===== src/rtl/iir_out_buffer_if.sv =====
// Handshake bundle between the IIR output buffer and its sink/filter side.
// The PEAK/CLR_PEAK signals exist only when IIR_OUT_PEAK_EN is defined.
interface iir_out_buffer_if #(
  parameter int DATA_W = 13,
  parameter int ADDR_W = 3
);
  // Filter side: vin/din push unconditionally; an accepted push needs room or a same-edge pop.
  // Sink side: vout/dout present the head; a pop happens on any edge where vout && rdy.
  logic              vin;
  logic [DATA_W-1:0] din;
  logic              rdy;
  logic              clr_ovf;
  logic              vout;
  logic [DATA_W-1:0] dout;
  logic              full;
  logic              empty;
  logic [ADDR_W:0]   level;
  logic              ovf;
`ifdef IIR_OUT_PEAK_EN
  logic              clr_peak;
  logic [DATA_W-2:0] peak;

  modport master (output vin, din, rdy, clr_ovf, clr_peak,
                  input  vout, dout, full, empty, level, ovf, peak);
  modport slave  (input  vin, din, rdy, clr_ovf, clr_peak,
                  output vout, dout, full, empty, level, ovf, peak);
`else
  modport master (output vin, din, rdy, clr_ovf,
                  input  vout, dout, full, empty, level, ovf);
  modport slave  (input  vin, din, rdy, clr_ovf,
                  output vout, dout, full, empty, level, ovf);
`endif
endinterface


===== src/rtl/iir_out_buffer.sv =====
// Elastic FWFT FIFO behind the IIR filter with sticky overflow flag.
// Optional peak-magnitude tracker enabled by defining IIR_OUT_PEAK_EN.
module iir_out_buffer #(
  parameter int DATA_W = 13,
  parameter int DEPTH  = 8,
  parameter int ADDR_W = 3
) (
  input logic            clk,
  input logic            rst_n,
  iir_out_buffer_if.slave bus
);

  logic [DATA_W-1:0] mem [DEPTH];
  logic [ADDR_W:0]   wr_ptr;
  logic [ADDR_W:0]   rd_ptr;
  logic              full;
  logic              empty;
  logic              push;
  logic              pop;
  logic              ovf;

  // Extra pointer MSB tells a full ring from an empty one.
  assign empty = (wr_ptr == rd_ptr);
  assign full  = (wr_ptr[ADDR_W] != rd_ptr[ADDR_W]) &&
                 (wr_ptr[ADDR_W-1:0] == rd_ptr[ADDR_W-1:0]);
  assign pop   = !empty && bus.rdy;
  assign push  = bus.vin && (!full || pop);

  assign bus.vout  = !empty;
  assign bus.dout  = empty ? '0 : mem[rd_ptr[ADDR_W-1:0]];
  assign bus.full  = full;
  assign bus.empty = empty;
  assign bus.level = wr_ptr - rd_ptr;
  assign bus.ovf   = ovf;

  always_ff @(posedge clk) begin
    if (push) mem[wr_ptr[ADDR_W-1:0]] <= bus.din;
  end

  always_ff @(posedge clk or negedge rst_n) begin
    if (!rst_n) begin
      wr_ptr <= '0;
      rd_ptr <= '0;
      ovf    <= 1'b0;
    end else begin
      if (push) wr_ptr <= wr_ptr + {{ADDR_W{1'b0}}, 1'b1};
      if (pop)  rd_ptr <= rd_ptr + {{ADDR_W{1'b0}}, 1'b1};
      // A fresh drop outranks a clear in the same cycle.
      if (bus.vin && full && !pop) ovf <= 1'b1;
      else if (bus.clr_ovf)        ovf <= 1'b0;
    end
  end

`ifdef IIR_OUT_PEAK_EN
  logic [DATA_W-2:0] mag;
  logic [DATA_W-2:0] peak;
  logic [DATA_W-2:0] peak_base;

  // The most negative code has no positive twin, so it saturates.
  always_comb begin
    if (bus.din == {1'b1, {(DATA_W-1){1'b0}}})
      mag = '1;
    else if (bus.din[DATA_W-1])
      mag = ~bus.din[DATA_W-2:0] + {{(DATA_W-2){1'b0}}, 1'b1};
    else
      mag = bus.din[DATA_W-2:0];
  end

  assign peak_base = bus.clr_peak ? '0 : peak;
  assign bus.peak  = peak;

  always_ff @(posedge clk or negedge rst_n) begin
    if (!rst_n) begin
      peak <= '0;
    end else if (push) begin
      peak <= (mag > peak_base) ? mag : peak_base;
    end else if (bus.clr_peak) begin
      peak <= '0;
    end
  end
`endif

endmodule


===== src/flat_wrapper.sv =====
// flat-port wrapper written by rule: the top's interface ports become plain ports
module iir_out_buffer_flat 
#(
  parameter int DATA_W = 13,
  parameter int DEPTH  = 8,
  parameter int ADDR_W = 3
)
  (clk, rst_n, bus_vin, bus_din, bus_rdy, bus_clr_ovf, bus_vout, bus_dout, bus_full, bus_empty, bus_level, bus_ovf);
  iir_out_buffer_if #(.DATA_W(DATA_W), .ADDR_W(ADDR_W)) bus_i ();
  input logic clk;
  input logic rst_n;
  input wire logic [$bits(bus_i.vin)-1:0] bus_vin;
  input wire logic [$bits(bus_i.din)-1:0] bus_din;
  input wire logic [$bits(bus_i.rdy)-1:0] bus_rdy;
  input wire logic [$bits(bus_i.clr_ovf)-1:0] bus_clr_ovf;
  output wire logic [$bits(bus_i.vout)-1:0] bus_vout;
  output wire logic [$bits(bus_i.dout)-1:0] bus_dout;
  output wire logic [$bits(bus_i.full)-1:0] bus_full;
  output wire logic [$bits(bus_i.empty)-1:0] bus_empty;
  output wire logic [$bits(bus_i.level)-1:0] bus_level;
  output wire logic [$bits(bus_i.ovf)-1:0] bus_ovf;
  assign bus_i.vin = bus_vin;
  assign bus_i.din = bus_din;
  assign bus_i.rdy = bus_rdy;
  assign bus_i.clr_ovf = bus_clr_ovf;
  assign bus_vout = bus_i.vout;
  assign bus_dout = bus_i.dout;
  assign bus_full = bus_i.full;
  assign bus_empty = bus_i.empty;
  assign bus_level = bus_i.level;
  assign bus_ovf = bus_i.ovf;
  iir_out_buffer #(.DATA_W(DATA_W), .DEPTH(DEPTH), .ADDR_W(ADDR_W)) u_core (.clk(clk), .rst_n(rst_n), .bus(bus_i));
endmodule

===== config.mk =====
export PLATFORM = sky130hd
export DESIGN_NAME = iir_out_buffer_flat
export DESIGN_NICKNAME = d
export VERILOG_FILES = /design/src/rtl/iir_out_buffer_if.sv /design/src/rtl/iir_out_buffer.sv /design/src/flat_wrapper.sv
export SDC_FILE = /design/constraint.sdc
export NUM_CORES = 1
export LEC_CHECK = 0
export ABC_AREA = 1
export BUFFER_PORTS_ARGS = -buffer_cell sky130_fd_sc_hd__buf_2
export CAP_MARGIN = 20
export CORE_MARGIN = 1.5
export CORE_UTILIZATION = 40
export CTS_CLUSTER_SIZE = 30
export DETAILED_ROUTE_END_ITERATION = 16
export PLACE_DENSITY_LB_ADDON = 0.25
export SLEW_MARGIN = 20
export SYNTH_ARGS = -nofsm -noshare
export SYNTH_HDL_FRONTEND = slang
export SYNTH_SLANG_ARGS = --single-unit

===== constraint.sdc =====
create_clock -name clk -period 4.4 [get_ports clk]
set_input_delay 0.66 -clock clk [delete_from_list [all_inputs] [get_ports clk]]
set_output_delay 0.66 -clock clk [all_outputs]
set_load 0.02 [all_outputs]

# Word-level counts from Yosys, hierarchy flattened
# Memory sizes are Yosys's and may differ from the RTL's.
# Cells that the tools add are included.
[totals]
register_bits = 9
latch_bits = 0
mem_bits_rw = 104
romBits = 0
in_bits = 18
output_inout_bits = 21
word_cells = 25
n_memories = 1
[mem_list]
columns = ["name", "depth", "width", "rd", "rd_clocked_by_memory_dff", "write_ports", "line", "rtl"]
rows = [
  ["u_core.mem", 8, 13, 1, 0, 1, "iir_out_buffer.sv:13", "logic [DATA_W-1:0] mem [DEPTH];"],
]
[op_classes]
add_sub_neg = 3
mul = 0
div = 0
n_lt_le_gt_ge = 0
eq_ne = 3
shift = 0
mux = 5
bitwise = 0
n_reduce_logical = 10
[op_table]
columns = ["op", "count"]
rows = [
  ["13-bit two-way mux", 1],
  ["4-bit by 1-bit adder with 4-bit output, second input constant", 2],
  ["1-bit logical AND", 5],
  ["4-bit equality test", 1],
  ["1-bit two-way mux", 4],
  ["4-bit subtractor", 1],
  ["3-bit equality test", 1],
  ["1-bit logical NOT", 3],
  ["2-bit nonzero test", 1],
  ["1-bit logical OR", 1],
  ["1-bit != test", 1],
]

# Depth between registers and ports, before layout
# Gate-level depths: netlist of the first run.
[logic_depth]
ltp_word = 7
mapped_depth = 10

# Worst setup path after synthesis of the first run
# No wires, ideal clock.
[synth_timing]
path_kind = "flip-flop to output port"
start = "register u_core.rd_ptr[2]"
end = "output bus_dout[10]"
arrival_ns = 1.883
slack_ns = 1.857
path_stages_with_launch = 11
cell_sequence = "dfrtp_1 buf_2 buf_2 inv_1 ha_1 nand3_4 nor2_8 inv_4 buf_6 nand2_1 nor2_1"
[synth_between]
elab_chain_len = 2
[synth_lines]
columns = ["item", "line", "rtl"]
rows = [
  ["from (decl)", "iir_out_buffer.sv:15", "logic [ADDR_W:0] rd_ptr;"],
  ["from (signal assigned)", "iir_out_buffer.sv:47", "if (pop) rd_ptr <= rd_ptr + {{ADDR_W{1'b0}}, 1'b1};"],
  ["4-bit equality test", "iir_out_buffer.sv:23", "assign empty = (wr_ptr == rd_ptr);"],
  ["named net bus_empty", "flat_wrapper.sv:19", "output wire logic [$bits(bus_i.empty)-1:0] bus_empty;"],
  ["13-bit two-way mux", "iir_out_buffer.sv:30", "assign bus.dout = empty ? '0 : mem[rd_ptr[ADDR_W-1:0]];"],
  ["to (decl)", "flat_wrapper.sv:17", "output wire logic [$bits(bus_i.dout)-1:0] bus_dout;"],
]
# The timed path passes the listed nets, and every way through them passes these cells.

# Worst setup path in the final report of the first run
[layout_timing]
start = "register u_core.rd_ptr[0]"
end = "output bus_dout[3]"
[layout_between]
elab_chain_len = 2
[layout_lines]
columns = ["item", "line"]
rows = [
  ["memory read 8 x 13 bit or 4-bit equality test (tied branches)", "n/a"],
  ["13-bit two-way mux *", "iir_out_buffer.sv:30"],
]
# Mark *: on every way between the ends. The rest lies on a longest branch, timed or not.

==> results of run 1 <==
[per-stage QoR]
| stage | utilization | cells | area [µm²] | power (W) |
|---|---|---|---|---|
| 6_report | 0.486 | 778 | 6200 | 0.00453 |
| 4_1_cts | 0.486 | 778 | 6200 | 0.00458 |
| 3_3_place_gp | 0.442 | 747 | 5650 | 0.00323 |
| 2_1_floorplan | - | 547 | 5300 | 0.00279 |
| 3_5_place_dp | 0.442 | 747 | 5650 | 0.00325 |
| 5_1_grt | 0.486 | 778 | 6200 | 0.00482 |
[logic make-up after synthesis]
kind of cell    Yosys count
simple gates            278
buf+inv                 142
flops                   113
fa+ha+maj                 6
xor+xnor                  5
compound gates            3
[where the power goes]
| part | switching (W) | internal (W) |
|---|---|---|
| Clock | 0.000441 | 0.000871 |
| Combinational | 0.00124 | 0.000560 |
| Sequential | 0.0000709 | 0.00134 |
| Total | 0.00176 | 0.00277 |
[flip-flops by register name, summed over array words and instances, names as in the netlist]
| signal | flops |
|---|---|
| u_core.mem | 104 |
| u_core.rd_ptr | 4 |
| u_core.wr_ptr | 4 |
| u_core.bus.ovf | 1 |
[placed cells by master (no fill, tap or decap), types with 7 or more instances in the layout]
cell type  count
dfrtp_1        8
buf_2         38
nand3_1       74
nor2_1        36
inv_1        115
edfxtp_1     104
clkinv_1       7
buf_4         12
nand2_1      159
clkbuf_16     17
[how the worst max path moves through the flow]
stage | startpoint | to | slack, ns | cells after the start
floorplan | u_core.rd_ptr[2] | bus_dout[10] | 1.86 | 10
global placement | u_core.wr_ptr[0] | u_core.mem[5][7] | 1.68 | 8
detailed placement | u_core.wr_ptr[2] | u_core.mem[5][8] | 1.62 | 7
CTS | u_core.rd_ptr[0] | bus_dout[3] | 1.32 | 8
global route | u_core.rd_ptr[0] | bus_dout[3] | 1.14 | 8
finish | u_core.rd_ptr[0] | bus_dout[3] | 1.35 | 8
[layout make-up]
class / count / share of cell area
clock buffers: 21 / 0.0710
clock inverters: 10 / 0.0190
inverters: 120 / 0.0734
multi-input cells: 292 / 0.217
flip-flops and latches: 113 / 0.540
well taps: 172 / 0.0347
repair buffers: 50 / 0.0452
[worst max-delay path, delay by kind of cell, from the launching register on]
kind                   cells  cell delay (ns)
buffers and inverters      3             1.07
AND/OR/NAND/NOR            5             0.53
flip-flops                 1             0.35
[layer usage]
| metal | GRT usage | wire length, µm | vias up |
|---|---|---|---|
| met5 | 0 | 0 | - |
| met4 | 0.0800 | 165 | 0 |
| met3 | 0.0475 | 634 | 13 |
| met2 | 0.265 | 5150 | 93 |
| met1 | 0.217 | 5050 | 1701 |
| li1 | - | - | 1804 |
==> impl_metrics.py, run 1 <==
metrics = {
    "layout": {
        "fin_nets": 618,
        "nFillCells": 1142,
        "multiInputGateArea_um2": 1350,
        "syn2layout_area_growth_pct": 17.1,
        "seq_area_um2": 3350,
        "post_route_cells_drive_above_1_share": 0.139,
        "diodes": 0,
    },
    "die": {
        "placementRows": 41,
        "ios": 39,
        "initial_core_util": 0.415,
        "dieHeight_um": 118,
        "die_x_um": 118,
        "die_area_um2": 13900,
        "core-area_um2": 12800,
    },
    "grt": {
        "grt_pass1_wl_mm": 17.7,
        "grt_usage": 0.169,
        "grt_overflow": 0,
        "grt_pass1_vias": 3378,
        "antenna_found_initial": 0,
        "grt_max_degree": 57,
    },
    "synthesis": {
        "synthMuxAreaShare": 0,
        "ys_seq_elements": 113,
        "synth_area_um2": 5300,
        "syn_inst": 547,
        "ys_top_cells_by_count": "159 x nand2_1, 115 x inv_1, 104 x edfxtp_1, 74 x nand3_1, 36 x nor2_1",
        "synth_area_leader_cell": "edfxtp_1",
        "synthArstFlopShare": 0.0796,
        "syn_area_per_cell_um2": 9.69,
        "synth_xor_xnor_area_share": 0.00826,
        "synth_ff_type": "edfxtp_1",
        "synthAdderAreaFrac": 0.0156,
        "yosysTopAreaCellShare": 0.589,
        "synthSimpleGateAreaFrac": 0.227,
        "ys_types": 24,
        "synth.area.top_cells": "edfxtp_1 59%, nand2_1 11%, inv_1 8.1%",
        "synth_compound_area_frac": 0.00283,
        "synth_top_family_by_area": "simple AND/OR/NAND/NOR gates",
        "synth_edf_count": 104,
        "syn-num-nets": 571,
        "ys_seq_area_frac": 0.632,
        "synth_most_common_cell": "nand2_1",
        "ys_warn_count": 0,
    },
    "place": {
        "post-dp-hpwl_mm": 6.41,
        "pre_cts_slack_ns": 1.62,
        "place_congestion": 0.771,
        "io_buffers": 38,
    },
    "timing": {
        "min_period_ns": 3.05,
        "max_freq_mhz": 328,
        "fin_hold_ws_ns": 0.0918,
        "drv_slew": 0,
        "setup_tns_ns": 0,
        "period_share": 0.692,
        "worst_slack_ns": 1.35,
        "clock_skew_ns": 0.00691,
        "max_slew_margin": 0.378,
        "tightestPinTransition_ns": 0.930,
        "finalHoldViolCount": 0,
        "rsz0062_at_grt": "no",
        "setup_violations": 0,
    },
    "clock_tree": {
        "htree_levels": 4,
        "clock_latency_ns": 0.41,
        "cts_setup_buffers": 0,
        "hold_buffers": 0,
        "ctsLongestPathBuffers": 2,
        "clkSinkCount": 113,
        "path_clk_slew_ns": 0.05,
        "cts_buffers": 17,
        "cts_tree": "yes",
        "cts_resized": 0,
        "cts_root_buffer": "clkbuf_16",
    },
    "job": {
        "cap_violations": 0,
    },
    "routing": {
        "first_pass_iters": 4,
        "postRouteAntennaNets": 0,
        "routedWlPerCell_um": 14.1,
        "via_per_inst": 4.64,
        "drc": 0,
        "routed_wl_mm": 11.0,
        "drtIter0Drc": 208,
        "vias": 3611,
    },
    "worst_setup_path": {
        "arrival_ns": 2.39,
        "cp.required_ns": 3.74,
        "crit_path_end_kind": "output port",
        "critPathLaunchType": "register",
        "worstReg2RegStart": "u_core.wr_ptr[0]",
        "worst-path-max-fanout": 56,
        "cp_slowest_cell": "buf_4",
        "reg2reg_slack_ns": 1.72,
        "worst-setup-path-type": "reg -> out",
        "reg2reg_to": "u_core.mem[5][12]",
        "r2r_cells": 8,
        "max_stage_delay_ns": 0.52,
        "path_cells": "buf_4 > inv_4 > nand2_1 > nand3_1 > nand3_1 > nand2_1 > nor2_1 > buf_2",
    },
    "pwr": {
        "power_density_nw_per_um2": 730,
        "cellLeakagePower_nw": 2.91,
        "ir_drop_uv": 300,
    },
    "hold_path": {
        "holdCritPathClass": "in -> async",
    },
    "outcome": {
        "status": "finished clean",
    },
}
(Power assumes the default switching activity.)
==> run 2, diff against run 1 <==
--- a/config.mk
+++ b/config.mk
@@ -5,7 +5,7 @@
 export SDC_FILE = /design/constraint.sdc
 export NUM_CORES = 1
 export LEC_CHECK = 0
-export ABC_AREA = 1
+export ABC_AREA = 0
 export BUFFER_PORTS_ARGS = -buffer_cell sky130_fd_sc_hd__buf_2
 export CAP_MARGIN = 20
 export CORE_MARGIN = 1.5
==> constraint.sdc (replaced) <==
create_clock -name clk -period 2.95 [get_ports clk]
set_input_delay 0.4425 -clock clk [delete_from_list [all_inputs] [get_ports clk]]
set_output_delay 0.4425 -clock clk [all_outputs]
set_load 0.02 [all_outputs]
==> run 2 against run 1 <==
Net effect: hold slack gained 0.13 ns; count of clock-buffer cells in the layout down 4; wire length fell by 16%; synthesized cell count shrank 50%; utilization rose by 2.7 points; register-to-register slack got worse by 1.3 ns; global-route usage fell by 0.41 points; clock skew about the same; sequential power grew 54%; critical path depth decreased by 2; sequential share of layout area rose by 5.2 points.
==> impl_metrics.py, run 2 <==
metrics = {
    "outcome": {
        "status": "finished clean",
    },
    "synthesis": {
        "synthMuxAreaShare": 0.118,
        "syn_area_per_cell_um2": 16.9,
        "synth_area_leader_cell": "edfxtp_1",
        "syn_inst": 272,
        "synth_xor_xnor_area_share": 0.0188,
        "synth_edf_count": 104,
        "synthSimpleGateAreaFrac": 0.0422,
        "synth.area.top_cells": "edfxtp_1 68%, mux2i_1 11%, dfrtp_1 4.9%",
        "synth_ff_type": "edfxtp_1",
        "synth_most_common_cell": "edfxtp_1",
        "ys_warn_count": 0,
        "syn-num-nets": 296,
        "synthAdderAreaFrac": 0.0180,
        "synth_compound_area_frac": 0.0515,
        "synthArstFlopShare": 0.0796,
        "ys_seq_elements": 113,
        "ys_top_cells_by_count": "104 x edfxtp_1, 52 x mux2i_1, 17 x nand2_1, 13 x a221oi_1, 13 x a22oi_1",
        "yosysTopAreaCellShare": 0.680,
        "ys_seq_area_frac": 0.729,
        "synth_area_um2": 4590,
        "synth_top_family_by_area": "multiplexers",
        "ys_types": 33,
    },
    "worst_setup_path": {
        "arrival_ns": 2.30,
        "crit_family": "flip-flops",
        "cp.required_ns": 2.51,
        "path_cells": "inv_1 > ha_1 > nand4_4 > nand2_1 > a221oi_1 > buf_2",
        "worst-setup-path-type": "reg -> out",
        "max_stage_delay_ns": 0.47,
        "cp_slowest_cell": "dfrtp_1",
        "critPathLaunchType": "register",
        "crit_path_end_kind": "output port",
        "worst-path-max-fanout": 18,
        "critPathBufInv": 2,
    },
    "layout": {
        "nFillCells": 902,
        "layout_common_cells": "104 x edfxtp_1, 52 x mux2i_1, 38 x buf_2, 17 x nand2_1, 17 x clkbuf_16",
        "diodes": 0,
        "final_common_cell": "edfxtp_1",
        "post_route_cells_drive_above_1_share": 0.282,
        "syn2layout_area_growth_pct": 23.2,
        "fin_nets": 359,
        "largest_register_ffs": 104,
    },
    "timing": {
        "period_share": 0.931,
        "tightestPinTransition_ns": 0.935,
        "rsz0062_at_grt": "no",
        "setup_violations": 0,
        "clock_skew_ns": 0.00735,
        "max_freq_mhz": 364,
        "setup_tns_ns": 0,
        "min_period_ns": 2.75,
        "max_slew_margin": 0.371,
        "worst_slack_ns": 0.203,
        "finalHoldViolCount": 0,
        "drv_slew": 0,
    },
    "clock_tree": {
        "clkSinkCount": 113,
        "cts_buffers": 17,
        "cts_root_buffer": "clkbuf_16",
        "clock_latency_ns": 0.40,
        "cts_tree": "yes",
        "ctsLongestPathBuffers": 2,
        "path_clk_slew_ns": 0.06,
        "htree_levels": 4,
    },
    "grt": {
        "gr-usage-met3": 0.0406,
        "grt_pass1_wl_mm": 14.0,
        "grt_max_degree": 56,
        "grt_usage": 0.165,
        "met1_usage": 0.216,
        "grt_pass1_vias": 2519,
        "grt_use_met2": 0.258,
        "grt_overflow": 0,
        "grt-busiest-layer": "met2",
        "antenna_found_initial": 0,
    },
    "die": {
        "core-area_um2": 11000,
        "placementRows": 38,
        "dieHeight_um": 110,
        "die_x_um": 110,
        "ios": 39,
        "die_area_um2": 12100,
        "initial_core_util": 0.416,
    },
    "place": {
        "io_buffers": 38,
        "pre_cts_slack_ns": 0.401,
        "place_congestion": 0.860,
        "post-dp-hpwl_mm": 5.52,
    },
    "hold_path": {
        "holdCritPathClass": "in -> reg",
    },
    "routing": {
        "routed_wl_mm": 9.22,
        "routedWlPerCell_um": 18.9,
        "drtIter0Drc": 112,
        "postRouteAntennaNets": 0,
        "vias": 2538,
        "drc": 0,
        "first_pass_iters": 4,
        "via_per_inst": 5.20,
    },
    "pwr": {
        "power_density_nw_per_um2": 1190,
        "p_total_w": 0.00676,
        "ir_drop_uv": 674,
        "cellLeakagePower_nw": 2.19,
    },
    "job": {
        "cap_violations": 0,
    },
}
==> run 2: logic make-up (layout without fill, tap and decap cells) <==
group | Yosys count | after routing
DFF | 113 | 113
and+or+nand+nor | 40 | 40
adders and majority gates | 6 | 6
muxes | 54 | 54
AOI/OAI and AO/OA | 30 | 30
buffers and inverters | 20 | 96
xor gates and xnor gates | 9 | 9
==> run 2: timing repair <==
action                                 in CTS  in global routing
endpoints found under the hold margin       9                  0
hold buffers                                1                  0
gates resized for setup                     0                  1
setup endpoints to repair                   0                 11
setup buffers                               0                  0
==> run 2: cell type report <==
| cell class | count | area [µm²] | share of cell area |
|---|---|---|---|
| Tap cell | 140 | 175 | 0.0309 |
| Clock inverter | 15 | 160 | 0.0283 |
| Timing Repair Buffer | 55 | 333 | 0.0588 |
| Sequential cell | 113 | 3350 | 0.592 |
| Clock buffer | 17 | 425 | 0.0752 |
| Inverter | 9 | 33.8 | 0.00597 |
| Multi-Input combinational cell | 139 | 1180 | 0.209 |
==> run 2: path summary, 6_finish.rpt <==
check / from / endpoint / cells after the start / slack, ns
min in group asynchronous: rst_n / u_core.wr_ptr[1] / 2 / 0.42
hold / removal: bus_clr_ovf / u_core.bus.ovf / 2 / 0.22
setup / recovery: u_core.rd_ptr[1] / bus_dout[3] / 6 / 0.20
setup reg to reg: u_core.wr_ptr[0] / u_core.mem[4][9] / 6 / 0.43
max in group asynchronous: rst_n / u_core.rd_ptr[0] / 2 / 2.32
hold reg to reg: u_core.bus.ovf / u_core.bus.ovf / 2 / 0.51
==> run 2: per-stage QoR <==
step / hold WS, ns / instances / util / instance area, µm²
after floorplan: 0.147 / 272 / - / 4590
after global placement: 0.315 / 455 / 0.458 / 5060
after detailed placement: 0.314 / 455 / 0.458 / 5060
after CTS: 0.216 / 488 / 0.512 / 5650
after global routing: 0.266 / 488 / 0.513 / 5660
final: 0.222 / 488 / 0.513 / 5660
==> run 2: power breakdown <==
group          switching (W)  leakage (nW)  internal [W]
combinational        0.00163         0.852      0.000974
clock               0.000732         0.284       0.00125
sequential          0.000128          1.05       0.00204
==> run 2: metal layers <==
layer,share of wire,vias up
met3,0.035,16
li1,-,1195
met4,0.021,0
met5,0,-
met2,0.49,48
met1,0.46,1279
==> run 3, diff against run 2 <==
--- a/config.mk
+++ b/config.mk
@@ -8,6 +8,7 @@
 export ABC_AREA = 0
 export BUFFER_PORTS_ARGS = -buffer_cell sky130_fd_sc_hd__buf_2
 export CAP_MARGIN = 20
+export CORE_ASPECT_RATIO = 0.8
 export CORE_MARGIN = 1.5
 export CORE_UTILIZATION = 40
 export CTS_CLUSTER_SIZE = 30
==> run 3 against run 2 <==
Net effect: utilization is 0.40 points lower; sequential power barely moved; highest routed layer unchanged; power fell by 1.9%; register-to-register slack gained 0.06 ns; via count fell by 1.5%; die area about the same; hold slack lost 0.0058 ns; first-iteration DRC count increased by 82%; combinational power shrank 2%; setup slack improved by 0.089 ns; final cell count grew 0.20%; critical path depth is the same.
==> impl_metrics.py, run 3 (synthesis results as in run 2) <==
metrics = {
    "outcome": {
        "status": "finished clean",
    },
    "clock_tree": {
        "cts_buffers": 17,
        "htree_levels": 4,
        "clkSinkCount": 113,
        "clock_latency_ns": 0.40,
        "cts_tree": "yes",
        "cts_root_buffer": "clkbuf_16",
        "ctsLongestPathBuffers": 2,
        "path_clk_slew_ns": 0.05,
    },
    "timing": {
        "finalHoldViolCount": 0,
        "period_share": 0.901,
        "max_slew_margin": 0.416,
        "setup_violations": 0,
        "tightestPinTransition_ns": 0.876,
        "rsz0062_at_grt": "no",
        "drv_slew": 0,
        "clock_skew_ns": 0.00548,
        "min_period_ns": 2.66,
        "max_freq_mhz": 376,
        "setup_tns_ns": 0,
    },
    "place": {
        "post-dp-hpwl_mm": 5.38,
        "io_buffers": 38,
        "place_congestion": 0.743,
    },
    "worst_setup_path": {
        "crit_family": "flip-flops",
        "reg2reg_slack_ns": 0.49,
        "crit_path_end_kind": "output port",
        "worst-path-max-fanout": 18,
        "r2r_cells": 6,
        "path_cells": "inv_1 > ha_1 > nand4_4 > nand2_1 > a221oi_1 > buf_2",
        "reg2reg_to": "u_core.wr_ptr[3]",
        "cp.required_ns": 2.51,
        "worst-setup-path-type": "reg -> out",
        "crit_start": "u_core.wr_ptr[0]",
        "cp_slowest_cell": "dfrtp_1",
        "critPathBufInv": 2,
        "worstReg2RegStart": "u_core.wr_ptr[0]",
        "crit_path_end": "bus_dout[3]",
        "arrival_ns": 2.22,
        "cp.depth": 6,
        "critPathLaunchType": "register",
        "max_stage_delay_ns": 0.50,
    },
    "layout": {
        "diodes": 0,
        "nFillCells": 898,
        "fin_nets": 356,
        "post_route_cells_drive_above_1_share": 0.261,
        "syn2layout_area_growth_pct": 22.1,
        "utilization": 0.509,
        "layout_common_cells": "104 x edfxtp_1, 52 x mux2i_1, 38 x buf_2, 17 x nand2_1, 17 x clkbuf_16",
        "largest_register_ffs": 104,
        "final_common_cell": "edfxtp_1",
    },
    "pwr": {
        "switching_share": 0.364,
        "power_density_nw_per_um2": 1180,
        "switchingPower_w": 0.00241,
        "p_int_w": 0.00422,
        "p_total_w": 0.00664,
        "p_seq_frac": 0.330,
        "combinationalPowerShare": 0.385,
        "ir_drop_uv": 487,
        "cellLeakagePower_nw": 2.16,
        "power_frac_clock": 0.285,
    },
    "die": {
        "die_x_um": 123,
        "placementRows": 34,
        "die_area_um2": 12100,
        "core-area_um2": 11000,
        "ios": 39,
        "dieHeight_um": 98.8,
        "initial_core_util": 0.417,
    },
    "grt": {
        "grt_usage": 0.165,
        "grt-busiest-layer": "met2",
        "gr-usage-met3": 0.0417,
        "grt_pass1_wl_mm": 14.1,
        "grt_pass1_vias": 2420,
        "grt_overflow": 0,
        "grt_max_degree": 56,
        "grt_use_met2": 0.238,
        "met1_usage": 0.238,
        "antenna_found_initial": 0,
    },
    "routing": {
        "routedWlPerCell_um": 18.7,
        "postRouteAntennaNets": 0,
        "drc": 0,
        "first_pass_iters": 4,
        "vias": 2499,
        "routed_wl_mm": 9.15,
        "drtIter0Drc": 204,
        "via_per_inst": 5.11,
    },
    "job": {
        "cap_violations": 0,
    },
    "hold_path": {
        "holdCritPathClass": "in -> reg",
    },
}
==> run 3: cell types whose count changed in the layout (fill, tap and decap cells not counted), sizes merged <==
cell	delta
buf	-3
clkbuf	+2
clkinv	+1
inv	-3
==> run 3: cell type report <==
type | count | area (µm²) | share of cell area
repair buffers | 52 | 310 | 0.0553
clock buffers | 19 | 433 | 0.0772
inverters | 9 | 33.8 | 0.00602
clock inverters | 13 | 120 | 0.0214
well taps | 144 | 180 | 0.0321
multi-input cells | 139 | 1180 | 0.211
flip-flops and latches | 113 | 3350 | 0.597
==> run 3: worst min path at each step <==
| stage | start | cells after the start | slack [ns] | end |
|---|---|---|---|---|
| 5_1_grt | bus_clr_ovf | 2 | 0.21 | u_core.bus.ovf |
| 2_1_floorplan | rst_n | 0 | 0.15 | u_core.bus.ovf |
| 4_1_cts | bus_clr_ovf | 2 | 0.20 | u_core.bus.ovf |
| 3_3_place_gp | rst_n | 1 | 0.31 | u_core.rd_ptr[3] |
| 6_report | bus_clr_ovf | 2 | 0.22 | u_core.bus.ovf |
| 3_5_place_dp | rst_n | 1 | 0.32 | u_core.rd_ptr[3] |
==> run 3: timing repair <==
action | CTS | global route
gates resized for setup | 0 | 1
setup endpoints to repair | 0 | 11
hold buffers | 1 | 0
buffers inserted | 0 | 0
hold endpoints to repair | 9 | 0
==> run 3: routing by layer <==
layer	vias up	wire, µm
met5	-	0
met1	1222	4320
met4	0	93
li1	1190	-
met2	79	4210
met3	8	526
==> run 3: power groups by stage <==
stage / combinational [W] / sequential, W / clock, W
2_1_floorplan: 0.00178 / 0.00218 / 0
3_3_place_gp: 0.00256 / 0.00221 / 0
3_5_place_dp: 0.00257 / 0.00222 / 0
4_1_cts: 0.00258 / 0.00219 / 0.00192
5_1_grt: 0.00278 / 0.00222 / 0.00198
6_report: 0.00255 / 0.00219 / 0.00189
==> run 3: per-stage QoR <==
step / instance area (µm²) / setup WS, ns / instances / hold WS (ns)
finish: 5610 / 0.292 / 489 / 0.216
global route: 5610 / 0.127 / 489 / 0.206
CTS: 5600 / 0.0929 / 489 / 0.202
detailed placement: 5040 / 0.530 / 456 / 0.316
global placement: 5040 / 0.560 / 456 / 0.313
floorplan: 4590 / 0.164 / 272 / 0.147
